$ cat config.mk
export PLATFORM = sky130hd
export DESIGN_NAME = mips_writeback_regfile
export DESIGN_NICKNAME = d
export VERILOG_FILES = /design/src/rtl/mips_writeback_regfile.sv
export SDC_FILE = /design/constraint.sdc
export NUM_CORES = 1
export LEC_CHECK = 0
export CORE_AREA = 2 2 253 255
export DETAILED_ROUTE_END_ITERATION = 10
export DIE_AREA = 0 0 255 257
export HOLD_SLACK_MARGIN = 0.05
export SLEW_MARGIN = 20
export SYNTH_ARGS = -nofsm -noshare
export SYNTH_HDL_FRONTEND = slang
export SYNTH_SLANG_ARGS = --single-unit
$ cat constraint.sdc
create_clock -name clk -period 6 [get_ports clk]
set_input_delay 0.9 -clock clk [delete_from_list [all_inputs] [get_ports clk]]
set_output_delay 0.9 -clock clk [all_outputs]
set_load 0.005 [all_outputs]
$ cat src/rtl/mips_writeback_regfile.sv
// Writeback stage and $t0-$t7/$s0-$s7 register storage for the single-cycle MIPS datapath.
// ALU results retire in the accept cycle; loads park in WAIT_MEM until the memory
// response arrives or the load timeout expires.
module mips_writeback_regfile #(
    parameter int unsigned LOAD_TIMEOUT = 16,
    parameter logic [31:0] RETIRE_RESET = 32'h0000_0000
) (
    input  logic        clk,
    input  logic        rst,
    input  logic        wb_valid,
    output logic        wb_ready,
    input  logic [31:0] instruction,
    input  logic        RegW,
    input  logic        MemToReg,
    input  logic [31:0] alu_result,
    input  logic [31:0] mem_rdata,
    input  logic        mem_rvalid,
    output logic [31:0] s0, s1, s2, s3, s4, s5, s6, s7,
    output logic [31:0] t0, t1, t2, t3, t4, t5, t6, t7,
    output logic        stall,
    output logic        wr_err,
    output logic [31:0] retire_count
);

    localparam int unsigned DW  = 32;
    localparam int unsigned AW  = 5;
    localparam int unsigned CW  = 8;
    localparam int unsigned NREG = 16;

    typedef enum logic [0:0] {IDLE = 1'b0, WAIT_MEM = 1'b1} state_t;

    state_t          state, state_next;
    logic [CW-1:0]   cnt, cnt_next;
    logic [AW-1:0]   dest_q, dest_next, dest_c, wsel_c;
    logic [DW-1:0]   wdata_c;
    logic            we_c, retire_c, timeout_err_c;
    logic [DW-1:0]   regs [NREG];
    logic            unused_ok;

    // Destination decode: R-type writes rd, everything else writes rt
    assign dest_c = (instruction[31:26] == 6'b000000) ? instruction[15:11] : instruction[20:16];

    assign unused_ok = ^{instruction[25:21], instruction[10:0]};

    assign wb_ready = (state == IDLE);
    assign stall    = ~wb_ready;

    // State, timeout counter and latched load destination
    always_ff @(posedge clk) begin
        if (rst) begin
            state  <= IDLE;
            cnt    <= '0;
            dest_q <= '0;
        end else begin
            state  <= state_next;
            cnt    <= cnt_next;
            dest_q <= dest_next;
        end
    end

    // Next-state and write/retire control
    always_comb begin
        state_next    = state;
        cnt_next      = cnt;
        dest_next     = dest_q;
        we_c          = 1'b0;
        wsel_c        = dest_q;
        wdata_c       = alu_result;
        retire_c      = 1'b0;
        timeout_err_c = 1'b0;
        case (state)
            IDLE: begin
                if (wb_valid) begin
                    if (RegW && MemToReg) begin
                        dest_next  = dest_c;
                        cnt_next   = '0;
                        state_next = WAIT_MEM;
                    end else begin
                        retire_c = 1'b1;
                        we_c     = RegW;
                        wsel_c   = dest_c;
                    end
                end
            end
            WAIT_MEM: begin
                if (mem_rvalid) begin
                    we_c       = 1'b1;
                    wdata_c    = mem_rdata;
                    retire_c   = 1'b1;
                    state_next = IDLE;
                end else if (cnt == CW'(LOAD_TIMEOUT - 1)) begin
                    timeout_err_c = 1'b1;
                    retire_c      = 1'b1;
                    state_next    = IDLE;
                end else begin
                    cnt_next = cnt + CW'(1);
                end
            end
            default: state_next = IDLE;
        endcase
    end

    // Register file write; register numbers 8..23 map onto storage slots 0..15
    always_ff @(posedge clk) begin
        if (rst) begin
            for (int i = 0; i < NREG; i++) regs[i] <= '0;
        end else if (we_c && wsel_c >= AW'(8) && wsel_c <= AW'(23)) begin
            regs[4'(wsel_c - AW'(8))] <= wdata_c;
        end
    end

    // Sticky error: unmapped nonzero destination or abandoned load
    always_ff @(posedge clk) begin
        if (rst) begin
            wr_err <= 1'b0;
        end else if (timeout_err_c ||
                     (we_c && wsel_c != '0 && (wsel_c < AW'(8) || wsel_c > AW'(23)))) begin
            wr_err <= 1'b1;
        end
    end

    // Retired-instruction counter, wraps naturally
    always_ff @(posedge clk) begin
        if (rst) retire_count <= RETIRE_RESET;
        else if (retire_c) retire_count <= retire_count + DW'(1);
    end

    assign t0 = regs[0];  assign t1 = regs[1];  assign t2 = regs[2];  assign t3 = regs[3];
    assign t4 = regs[4];  assign t5 = regs[5];  assign t6 = regs[6];  assign t7 = regs[7];
    assign s0 = regs[8];  assign s1 = regs[9];  assign s2 = regs[10]; assign s3 = regs[11];
    assign s4 = regs[12]; assign s5 = regs[13]; assign s6 = regs[14]; assign s7 = regs[15];

endmodule

==> flow_summary.json, run 1 <==
{
  "synth_commonest_cells": "512 x sky130_fd_sc_hd__edfxtp_1, 359 x sky130_fd_sc_hd__nor3_1, 155 x sky130_fd_sc_hd__nor3_2",
  "clockRootBuffer": "sky130_fd_sc_hd__clkbuf_16",
  "hold_buffers": 0,
  "layout_setup_ws_ps": 1770,
  "arrival_ps": 4560,
  "place_worst_setup_slack_ps": 1030,
  "synth.area.top_cells": "sky130_fd_sc_hd__edfxtp_1 69%, sky130_fd_sc_hd__nor3_1 8.1%, sky130_fd_sc_hd__nor3_2 7.0%",
  "route.final.wire_length_um": 81000,
  "slew_violations": 0,
  "peak_freq_mhz": 236,
  "detailed_place_hpwl_um": 53800,
  "coreArea_mm2": 0.0627,
  "detail_route.iter0.violations": 1063,
  "io_pins": 649,
  "chipHeight_um": 257,
  "max-vdd-ir-drop_mv": 0.232,
  "drt_pass1_iterations": 5,
  "yosysMostFrequentCell": "sky130_fd_sc_hd__edfxtp_1",
  "mean_area_per_synthesized_cell_um2": 14.6,
  "cts-root-to-sink-buffers": 3,
  "gr-total-overflow": 0,
  "max-slew-margin-rel": 0.227,
  "gp_routability_congestion": 0.817,
  "cts_tree": "done",
  "synth.top_cell.area_share": 0.689,
  "rsz0062_at_grt": "no",
  "number_of_buffers_inserted_to_repair_setup_after_cts": 0,
  "synthesized_instance_count": 1531,
  "final_layout_size_suffix_gt1_frac": 0.164,
  "grt_util_all_layers": 0.242,
  "avgRoutedWirePerCell_um": 27.0,
  "worst_skew_pair.late_latency_ps": 640,
  "global_route.peak_usage_layer": "met2",
  "worstPathCellList": "clkdlybuf4s50_1, nor4_2, nand3_1, a31oi_1, nand2b_4, o21ai_4, buf_4",
  "hold_violations": 0,
  "grt_antenna_before_repair": 1,
  "numClockSinks": 559,
  "pd_cells_mw_per_mm2": 278,
  "die_area_mm2": 0.0655,
  "worst_path_max_delay_cell": "sky130_fd_sc_hd__o21ai_4",
  "status": "finished clean",
  "leakage_nw": 10.0,
  "grt_max_degree": 119,
  "clock_pin_slew_reported_for_the_worst_setup_and_hold_paths_after_clock_tree_synthesis_ps": 60,
  "cp_data_required_time_ps": 6330,
  "dpl-instance-area_mm2": 0.0300,
  "mappedNetlistArea_mm2": 0.0223,
  "final-setup-viol-count": 0,
  "syn-num-nets": 1635,
  "grt.met2_usage": 0.409,
  "ys_types": 53,
  "max-cap-violations": 0,
  "final.min_clock_period_ps": 4230,
  "number_of_global_route_vias_before_repair": 15800,
  "die_span_x_um": 255,
  "clock_skew_ps": 21.4,
  "synth_edf_count": 512,
  "worstHoldPathType": "flip-flop to flip-flop",
  "post_drt_via_cell_ratio": 5.32,
  "cts.htree.levels": 2,
  "cts.repair.resized": 0,
  "worstSetupEndpointType": "flip-flop",
  "drc": 0,
  "synth_seq_cells": 559,
  "fin_area_mm2": 0.0319,
  "tightestPinTransition_ps": 1140,
  "synth_async_sr_flop_share": 0,
  "finalPower_mw": 8.85,
  "post-route-period-util": 0.706,
  "critical_path.max_fanout": 32,
  "tns_ps": 0,
  "timing.setup.critical_path_class": "primary input to flip-flop",
  "synth_largest_area_cell": "sky130_fd_sc_hd__edfxtp_1",
  "clock_buffers_created_by_tritoncts": 59,
  "proportion_of_synthesized_chip_area_in_sequential_cells": 0.731,
  "synthFlopType": "sky130_fd_sc_hd__edfxtp_1",
  "area_growth_pct": 42.9,
  "ant_nets_after_route": 0,
  "start_util": 0.356,
  "grt_first_pass_wirelength_um": 115000,
  "grt_use_met1": 0.294,
  "nets": 2217,
  "yosys_warnings": 0,
  "critical-path-max-stage-delay_ps": 880,
  "input_output_buffers": 632,
  "route.vias.total": 16000,
  "groute.layer.met3.usage": 0.0635,
  "fp-row-count": 92,
  "critical_path.startpoint_type": "primary input"
}
-- worst paths after layout --
kind | endpoint | cells past startpoint | start | slack, ps
min | cnt[7] | 2 | cnt[7] | 480
max | regs[14][26] | 7 | instruction[27] | 1770
min reg2reg | cnt[7] | 2 | cnt[7] | 480
max reg2reg | regs[14][26] | 6 | stall | 2210
-- final cells by class --
cell class | count | area [µm²]
Antenna cell | 1 | 2.50
Tap cell | 846 | 1060
Inverter | 10 | 37.5
Fill cell | 5369 | 30900
Clock inverter | 20 | 181
Clock buffer | 86 | 1650
Multi-Input combinational cell | 794 | 5720
Sequential cell | 559 | 16300
Timing Repair Buffer | 689 | 6900
-- through the flow --
| stage | hold WS, ps | util | std cells |
|---|---|---|---|
| 2_1_floorplan | 447 | - | 1531 |
| 3_3_place_gp | 461 | 0.477 | 2893 |
| 3_5_place_dp | 479 | 0.478 | 2897 |
| 4_1_cts | 487 | 0.508 | 3003 |
| 5_1_grt | 515 | 0.508 | 3004 |
| 6_report | 481 | 0.508 | 3005 |
-- per-layer routing --
layer  vias up  wire, µm
met3       138      6550
met2       646     40400
met5         -         0
li1       7013         -
met4         0      3090
met1      8179     31000
-- flip-flops by register name, summed over array words and instances (netlist names) --
signal        flops
stall             1
cnt               8
regs            512
retire_count     32
wr_err            1
dest_q            5
-- worst max-delay path: cells and delay by family --
family / cells / cell delay (ps)
buffers and inverters: 2 / 790
AO/OA/AOI/OAI: 2 / 1540
AND/OR/NAND/NOR: 3 / 1300
-- kinds of logic after synthesis --
logic type | after synthesis | share of synthesized area
flip-flops | 559 | 0.731
adder cells (fa/ha/maj) | 2 | 0.00112
AND/OR/NAND/NOR | 638 | 0.181
XOR/XNOR | 10 | 0.00393
multiplexers | 36 | 0.0163
buffers and inverters | 178 | 0.0365
AO/OA/AOI/OAI | 108 | 0.0297
-- cells in the final DEF (no fill, tap or decap), types with 13 or more instances in the layout --
| cell type | Yosys | final |
|---|---|---|
| sky130_fd_sc_hd__clkbuf_1 | 111 | 22 |
| sky130_fd_sc_hd__a21oi_1 | 33 | 33 |
| sky130_fd_sc_hd__o31ai_1 | 13 | 13 |
| sky130_fd_sc_hd__clkbuf_16 | 0 | 61 |
| sky130_fd_sc_hd__or3_1 | 14 | 14 |
| sky130_fd_sc_hd__o21ai_0 | 29 | 15 |
| sky130_fd_sc_hd__nor2_1 | 29 | 28 |
| sky130_fd_sc_hd__mux2i_4 | 0 | 23 |
| sky130_fd_sc_hd__nand2_1 | 16 | 14 |
| sky130_fd_sc_hd__nand3_1 | 19 | 19 |
| sky130_fd_sc_hd__nor3_1 | 359 | 359 |
| sky130_fd_sc_hd__o21ai_4 | 0 | 16 |
| sky130_fd_sc_hd__clkdlybuf4s50_1 | 0 | 632 |
| sky130_fd_sc_hd__edfxtp_1 | 512 | 512 |
| sky130_fd_sc_hd__dfxtp_1 | 47 | 47 |
| sky130_fd_sc_hd__buf_4 | 8 | 48 |
| sky130_fd_sc_hd__nor3_2 | 155 | 155 |
-- power by group --
part	leakage, nW	switching [mW]	total [mW]	internal, mW
logic	3.46	0.578	0.925	0.347
clock network	0.878	1.53	3.51	1.99
registers	5.67	0.0420	4.41	4.37
No activity file was read; power rests on OpenSTA's default activity.
==> run 2: changes to the inputs <==
==> constraint.sdc (replaced) <==
create_clock -name clk -period 4.2 [get_ports clk]
set_input_delay 0.63 -clock clk [delete_from_list [all_inputs] [get_ports clk]]
set_output_delay 0.63 -clock clk [all_outputs]
set_load 0.005 [all_outputs]
==> run 2 against run 1 <==
Via count rose by 1.2%. Final area rose by 0.88%. Utilization rose by 0.45 points. Clock power rose by 42%. First-iteration DRC count rose by 13%. Total power rose by 43%. Register-to-register slack got worse by 1100 ps. Sequential power rose by 43%. Global-route usage fell by 0.17 points. Flip-flop and latch count did not move.
==> flow_summary.json, run 2 (synthesis results as in run 1) <==
{
  "clockRootBuffer": "sky130_fd_sc_hd__clkbuf_16",
  "drc": 0,
  "place_worst_setup_slack_ps": 302,
  "hold-worst-slack_ps": 511,
  "leakage_nw": 10.2,
  "max_flop_register": "regs",
  "post_drt_via_cell_ratio": 5.33,
  "reg_top3": "regs: 512 flops, retire_count: 32 flops, cnt: 8 flops",
  "nets": 2245,
  "power.share.combinational": 0.107,
  "crit_start": "wb_valid",
  "max-slew-margin-rel": 0.313,
  "detailed_place_hpwl_um": 53700,
  "rr_worst_depth": 8,
  "tns_ps": 0,
  "chipHeight_um": 257,
  "slew_violations": 0,
  "cp_data_required_time_ps": 4510,
  "final_layout_size_suffix_gt1_frac": 0.177,
  "die_area_mm2": 0.0655,
  "final-setup-viol-count": 0,
  "gp_routability_congestion": 0.859,
  "arrival_ps": 3570,
  "route.vias.total": 16200,
  "clock_skew_ps": 21.3,
  "max-cap-violations": 0,
  "cts.htree.levels": 2,
  "fin_area_mm2": 0.0322,
  "cts-root-to-sink-buffers": 3,
  "net-switching-power_mw": 3.07,
  "worst_skew_pair.late_latency_ps": 620,
  "coreArea_mm2": 0.0627,
  "peak_freq_mhz": 308,
  "dp_cells": 2926,
  "status": "finished clean",
  "grt_util_all_layers": 0.240,
  "worstHoldPathType": "flip-flop to flip-flop",
  "tightestPinTransition_ps": 1010,
  "fp-row-count": 92,
  "critical_path.max_fanout": 78,
  "input_output_buffers": 632,
  "number_of_buffers_inserted_to_repair_setup_after_cts": 0,
  "hold_violations": 0,
  "cts.repair.resized": 0,
  "clock_buffers_created_by_tritoncts": 58,
  "grt_max_degree": 116,
  "critical_path.startpoint_type": "primary input",
  "detail_route.iter0.violations": 1197,
  "timing.setup.critical_path_class": "primary input to flip-flop",
  "power.sequential.fraction": 0.498,
  "max-vdd-ir-drop_mv": 0.284,
  "pd_cells_mw_per_mm2": 394,
  "instances_no_fill": 3036,
  "number_of_global_route_vias_before_repair": 15700,
  "start_util": 0.356,
  "crit_path_end": "regs[12][0]",
  "grt_first_pass_wirelength_um": 114000,
  "ant_nets_after_route": 0,
  "worstReg2RegEnd": "regs[12][0]",
  "dpl-instance-area_mm2": 0.0303,
  "r2r_start": "stall",
  "area_growth_pct": 44.1,
  "die_span_x_um": 255,
  "max_ffs_per_register": 512,
  "hold_buffers": 0,
  "most_frequent_cells_in_the_layout": "631 x sky130_fd_sc_hd__clkdlybuf4s50_1, 512 x sky130_fd_sc_hd__edfxtp_1, 359 x sky130_fd_sc_hd__nor3_1, 155 x sky130_fd_sc_hd__nor3_2, 69 x sky130_fd_sc_hd__buf_4",
  "final.min_clock_period_ps": 3250,
  "avgRoutedWirePerCell_um": 26.6,
  "worst-r2r-setup-slack_ps": 1090,
  "cts_tree": "done",
  "layout.core_utilization": 0.513,
  "route.final.wire_length_um": 80800,
  "grt_antenna_before_repair": 5,
  "p_int_mw": 9.58,
  "share_clk_of_total_power": 0.395,
  "finalPower_mw": 12.7,
  "io_pins": 649,
  "gr-total-overflow": 0,
  "rsz0062_at_grt": "no",
  "post-route-period-util": 0.774,
  "worstSetupEndpointType": "flip-flop",
  "layout.cells.most_common": "sky130_fd_sc_hd__clkdlybuf4s50_1",
  "layout_setup_ws_ps": 950,
  "switching_share_of_power": 0.243,
  "clock_pin_slew_reported_for_the_worst_setup_and_hold_paths_after_clock_tree_synthesis_ps": 60,
  "numClockSinks": 559,
  "drt_pass1_iterations": 5
}
[run 2: cell count changes in the layout (fill, tap and decap cells not counted), sizes merged]
cell	change
buf	+30
clkinv	+12
clkbuf	-15
clkdlybuf4s50	-1
clkinvlp	+3
bufinv	+2
[run 2: layout make-up]
cell class,instances,area [µm²]
Timing Repair Buffer,718,7190
Tap cell,846,1060
Clock inverter,37,303
Clock buffer,71,1520
Antenna cell,1,2.50
Multi-Input combinational cell,794,5730
Inverter,10,37.5
Sequential cell,559,16300
Fill cell,5349,30600
[run 2: routing by layer]
metal	share of wire	routed length, µm	track usage	vias up
met5	0	0	0	-
met3	0.083	6680	0.0614	155
met4	0.039	3170	0.0880	0
met1	0.39	31200	0.301	8234
li1	-	-	-	7077
met2	0.49	39700	0.399	704
[run 2: power by group through the flow]
stage / sequential [mW] / combinational [mW] / clock (mW)
after floorplan: 6.45 / 0.428 / 0
after global placement: 6.41 / 1.36 / 0
after detailed placement: 6.42 / 1.37 / 0
after CTS: 6.30 / 1.37 / 5.09
after global routing: 6.32 / 1.42 / 5.28
final: 6.30 / 1.36 / 5.00
[run 2: critical path, cell delays in order]
cell and delay [ps]:
sky130_fd_sc_hd__clkdlybuf4s50_1 520, sky130_fd_sc_hd__nor2b_1 390, sky130_fd_sc_hd__buf_4 220, sky130_fd_sc_hd__nand3_1 70, sky130_fd_sc_hd__o2111ai_1 370, sky130_fd_sc_hd__nand3b_1 210, sky130_fd_sc_hd__buf_12 310, sky130_fd_sc_hd__buf_4 580
sky130_fd_sc_hd__nor3_1 140
[run 2: worst min path at each step]
stage | startpoint | to | slack, ps | cells past startpoint
floorplan | cnt[7] | cnt[7] | 450 | 2
global placement | cnt[7] | cnt[7] | 460 | 2
detailed placement | retire_count[23] | retire_count[23] | 500 | 2
CTS | rst | wr_err | 480 | 4
global route | rst | wr_err | 530 | 4
finish | retire_count[24] | retire_count[24] | 510 | 2
==> run 3: changes to the inputs <==
==> constraint.sdc (replaced) <==
create_clock -name clk -period 3.1 [get_ports clk]
set_input_delay 0.465 -clock clk [delete_from_list [all_inputs] [get_ports clk]]
set_output_delay 0.465 -clock clk [all_outputs]
set_load 0.005 [all_outputs]
==> run 3 against run 2 <==
Setup slack got worse by 570 ps. Routed wire length up 0.42%. Register-to-register slack got worse by 640 ps. Cell count up 1.4%. Hold slack worse by 25 ps. Critical endpoint is now regs[12][14].
==> flow_summary.json, run 3 (synthesis results as in run 1) <==
{
  "tightestPinTransition_ps": 890,
  "pd_cells_mw_per_mm2": 523,
  "fillers": 5297,
  "nets": 2291,
  "timing.setup.critical_path_class": "primary input to flip-flop",
  "final-setup-viol-count": 0,
  "rr_worst_depth": 5,
  "max_flop_register": "regs",
  "worst-r2r-setup-slack_ps": 450,
  "worstHoldPathType": "flip-flop to flip-flop",
  "r2r_start": "retire_count[4]",
  "final_layout_size_suffix_gt1_frac": 0.195,
  "hold_violations": 0,
  "start_util": 0.356,
  "gr-total-overflow": 0,
  "cp_data_required_time_ps": 3520,
  "clock_pin_slew_reported_for_the_worst_setup_and_hold_paths_after_clock_tree_synthesis_ps": 60,
  "number_of_buffers_inserted_to_repair_setup_after_cts": 0,
  "cts-root-to-sink-buffers": 3,
  "critical_path.max_fanout": 44,
  "instances_no_fill": 3077,
  "ant_nets_after_route": 0,
  "layout.cells.most_common": "sky130_fd_sc_hd__clkdlybuf4s50_1",
  "status": "finished clean",
  "area_growth_pct": 47.4,
  "clockRootBuffer": "sky130_fd_sc_hd__clkbuf_16",
  "input_output_buffers": 632,
  "peak_freq_mhz": 367,
  "grt_util_all_layers": 0.243,
  "rsz0062_at_grt": "no",
  "critical-path-max-stage-delay_ps": 590,
  "post-route-period-util": 0.878,
  "fp-row-count": 92,
  "max-cap-violations": 0,
  "fin_area_mm2": 0.0329,
  "dpl-instance-area_mm2": 0.0311,
  "max-vdd-ir-drop_mv": 0.406,
  "cts_tree": "done",
  "chipHeight_um": 257,
  "cpMostUsedCell": "sky130_fd_sc_hd__buf_4",
  "crit_start": "instruction[27]",
  "worstSetupEndpointType": "flip-flop",
  "gp_routability_congestion": 0.845,
  "io_pins": 649,
  "worstReg2RegEnd": "retire_count[31]",
  "clock_buffers_created_by_tritoncts": 59,
  "hold_buffers": 0,
  "finalPower_mw": 17.2,
  "grt_max_degree": 103,
  "die_area_mm2": 0.0655,
  "die_span_x_um": 255,
  "detailed_place_hpwl_um": 55600,
  "most_frequent_cells_in_the_layout": "632 x sky130_fd_sc_hd__clkdlybuf4s50_1, 512 x sky130_fd_sc_hd__edfxtp_1, 359 x sky130_fd_sc_hd__nor3_1, 155 x sky130_fd_sc_hd__nor3_2, 80 x sky130_fd_sc_hd__buf_4",
  "number_of_global_route_vias_before_repair": 16000,
  "cts.htree.levels": 2,
  "grt_first_pass_wirelength_um": 115000,
  "antenna_cells_inserted": 0,
  "slew_violations": 0,
  "worst_skew_pair.late_latency_ps": 610,
  "worst-path-buf-inv": 5,
  "coreArea_mm2": 0.0627,
  "reg_top3": "regs: 512 flops, retire_count: 32 flops, cnt: 8 flops",
  "avgRoutedWirePerCell_um": 26.4,
  "detail_route.iter0.violations": 1190,
  "drc": 0,
  "hold-worst-slack_ps": 485,
  "clock_skew_ps": 15.8,
  "route.vias.total": 16200,
  "arrival_ps": 3150,
  "grt_antenna_before_repair": 3,
  "worst_path_max_delay_cell": "sky130_fd_sc_hd__or4_4",
  "post_drt_via_cell_ratio": 5.26,
  "route.final.wire_length_um": 81100,
  "drt_pass1_iterations": 5,
  "dp_cells": 2972,
  "crit_path_end": "regs[12][14]",
  "cts.repair.resized": 0,
  "critPathTopFamily": "buffers and inverters",
  "max-slew-margin-rel": 0.406,
  "hold_depth": 2,
  "leakage_nw": 10.5,
  "critical_path.startpoint_type": "primary input",
  "numClockSinks": 559,
  "final.min_clock_period_ps": 2720,
  "max_ffs_per_register": 512,
  "worstPathCellList": "clkdlybuf4s50_1, or4_4, o2111ai_1, o2111ai_1, buf_4, nand3b_1, buf_4, buf_4, buf_12, nor3_1",
  "cp.depth": 10
}
run 3: cell types whose count changed in the layout (fill, tap and decap cells not counted), moves of 2 or more:
cell / previous run / this run
sky130_fd_sc_hd__buf_12: 16 / 51
sky130_fd_sc_hd__inv_6: 1 / 3
sky130_fd_sc_hd__buf_4: 69 / 80
sky130_fd_sc_hd__clkinv_1: 17 / 12
run 3: tightest hold or removal path, cell delays in order, from the launching register on:
cell and delay, ps:
sky130_fd_sc_hd__dfxtp_1 320, sky130_fd_sc_hd__o31ai_1 60, sky130_fd_sc_hd__a21oi_1 50
run 3: power breakdown:
group          switching [mW]  internal (mW)  leakage [nW]
combinational            1.14          0.797          4.00
clock                    2.94           3.78         0.871
sequential             0.0865           8.45          5.67
run 3: how the worst min path moves through the flow:
stage / from / end / slack, ps
after floorplan: cnt[7] / cnt[7] / 450
after global placement: cnt[7] / cnt[7] / 460
after detailed placement: cnt[7] / cnt[7] / 470
after CTS: instruction[12] / dest_q[1] / 460
after global routing: instruction[12] / dest_q[1] / 510
final: cnt[7] / cnt[7] / 490
run 3: per-stage QoR:
stage / setup slack (ps) / utilization / TNS [ps]
2_1_floorplan: -293 / - / -38530
3_3_place_gp: -221 / 0.496 / -122880
3_5_place_dp: -232 / 0.496 / -138690
4_1_cts: 404 / 0.524 / 0
5_1_grt: 241 / 0.524 / 0
6_report: 377 / 0.524 / 0
run 3: layout make-up:
class	instances	area [µm²]	area share
Timing Repair Buffer	763	7950	0.242
Clock inverter	33	262	0.00795
Clock buffer	72	1550	0.0470
Tap cell	846	1060	0.0322
Inverter	10	37.5	0.00114
Sequential cell	559	16300	0.496
Multi-Input combinational cell	794	5730	0.174
run 3: layer usage:
metal | track usage | wire length, µm
met3 | 0.0695 | 7320
met1 | 0.295 | 30400
met4 | 0.0889 | 2990
met2 | 0.410 | 40400
met5 | 0 | 13
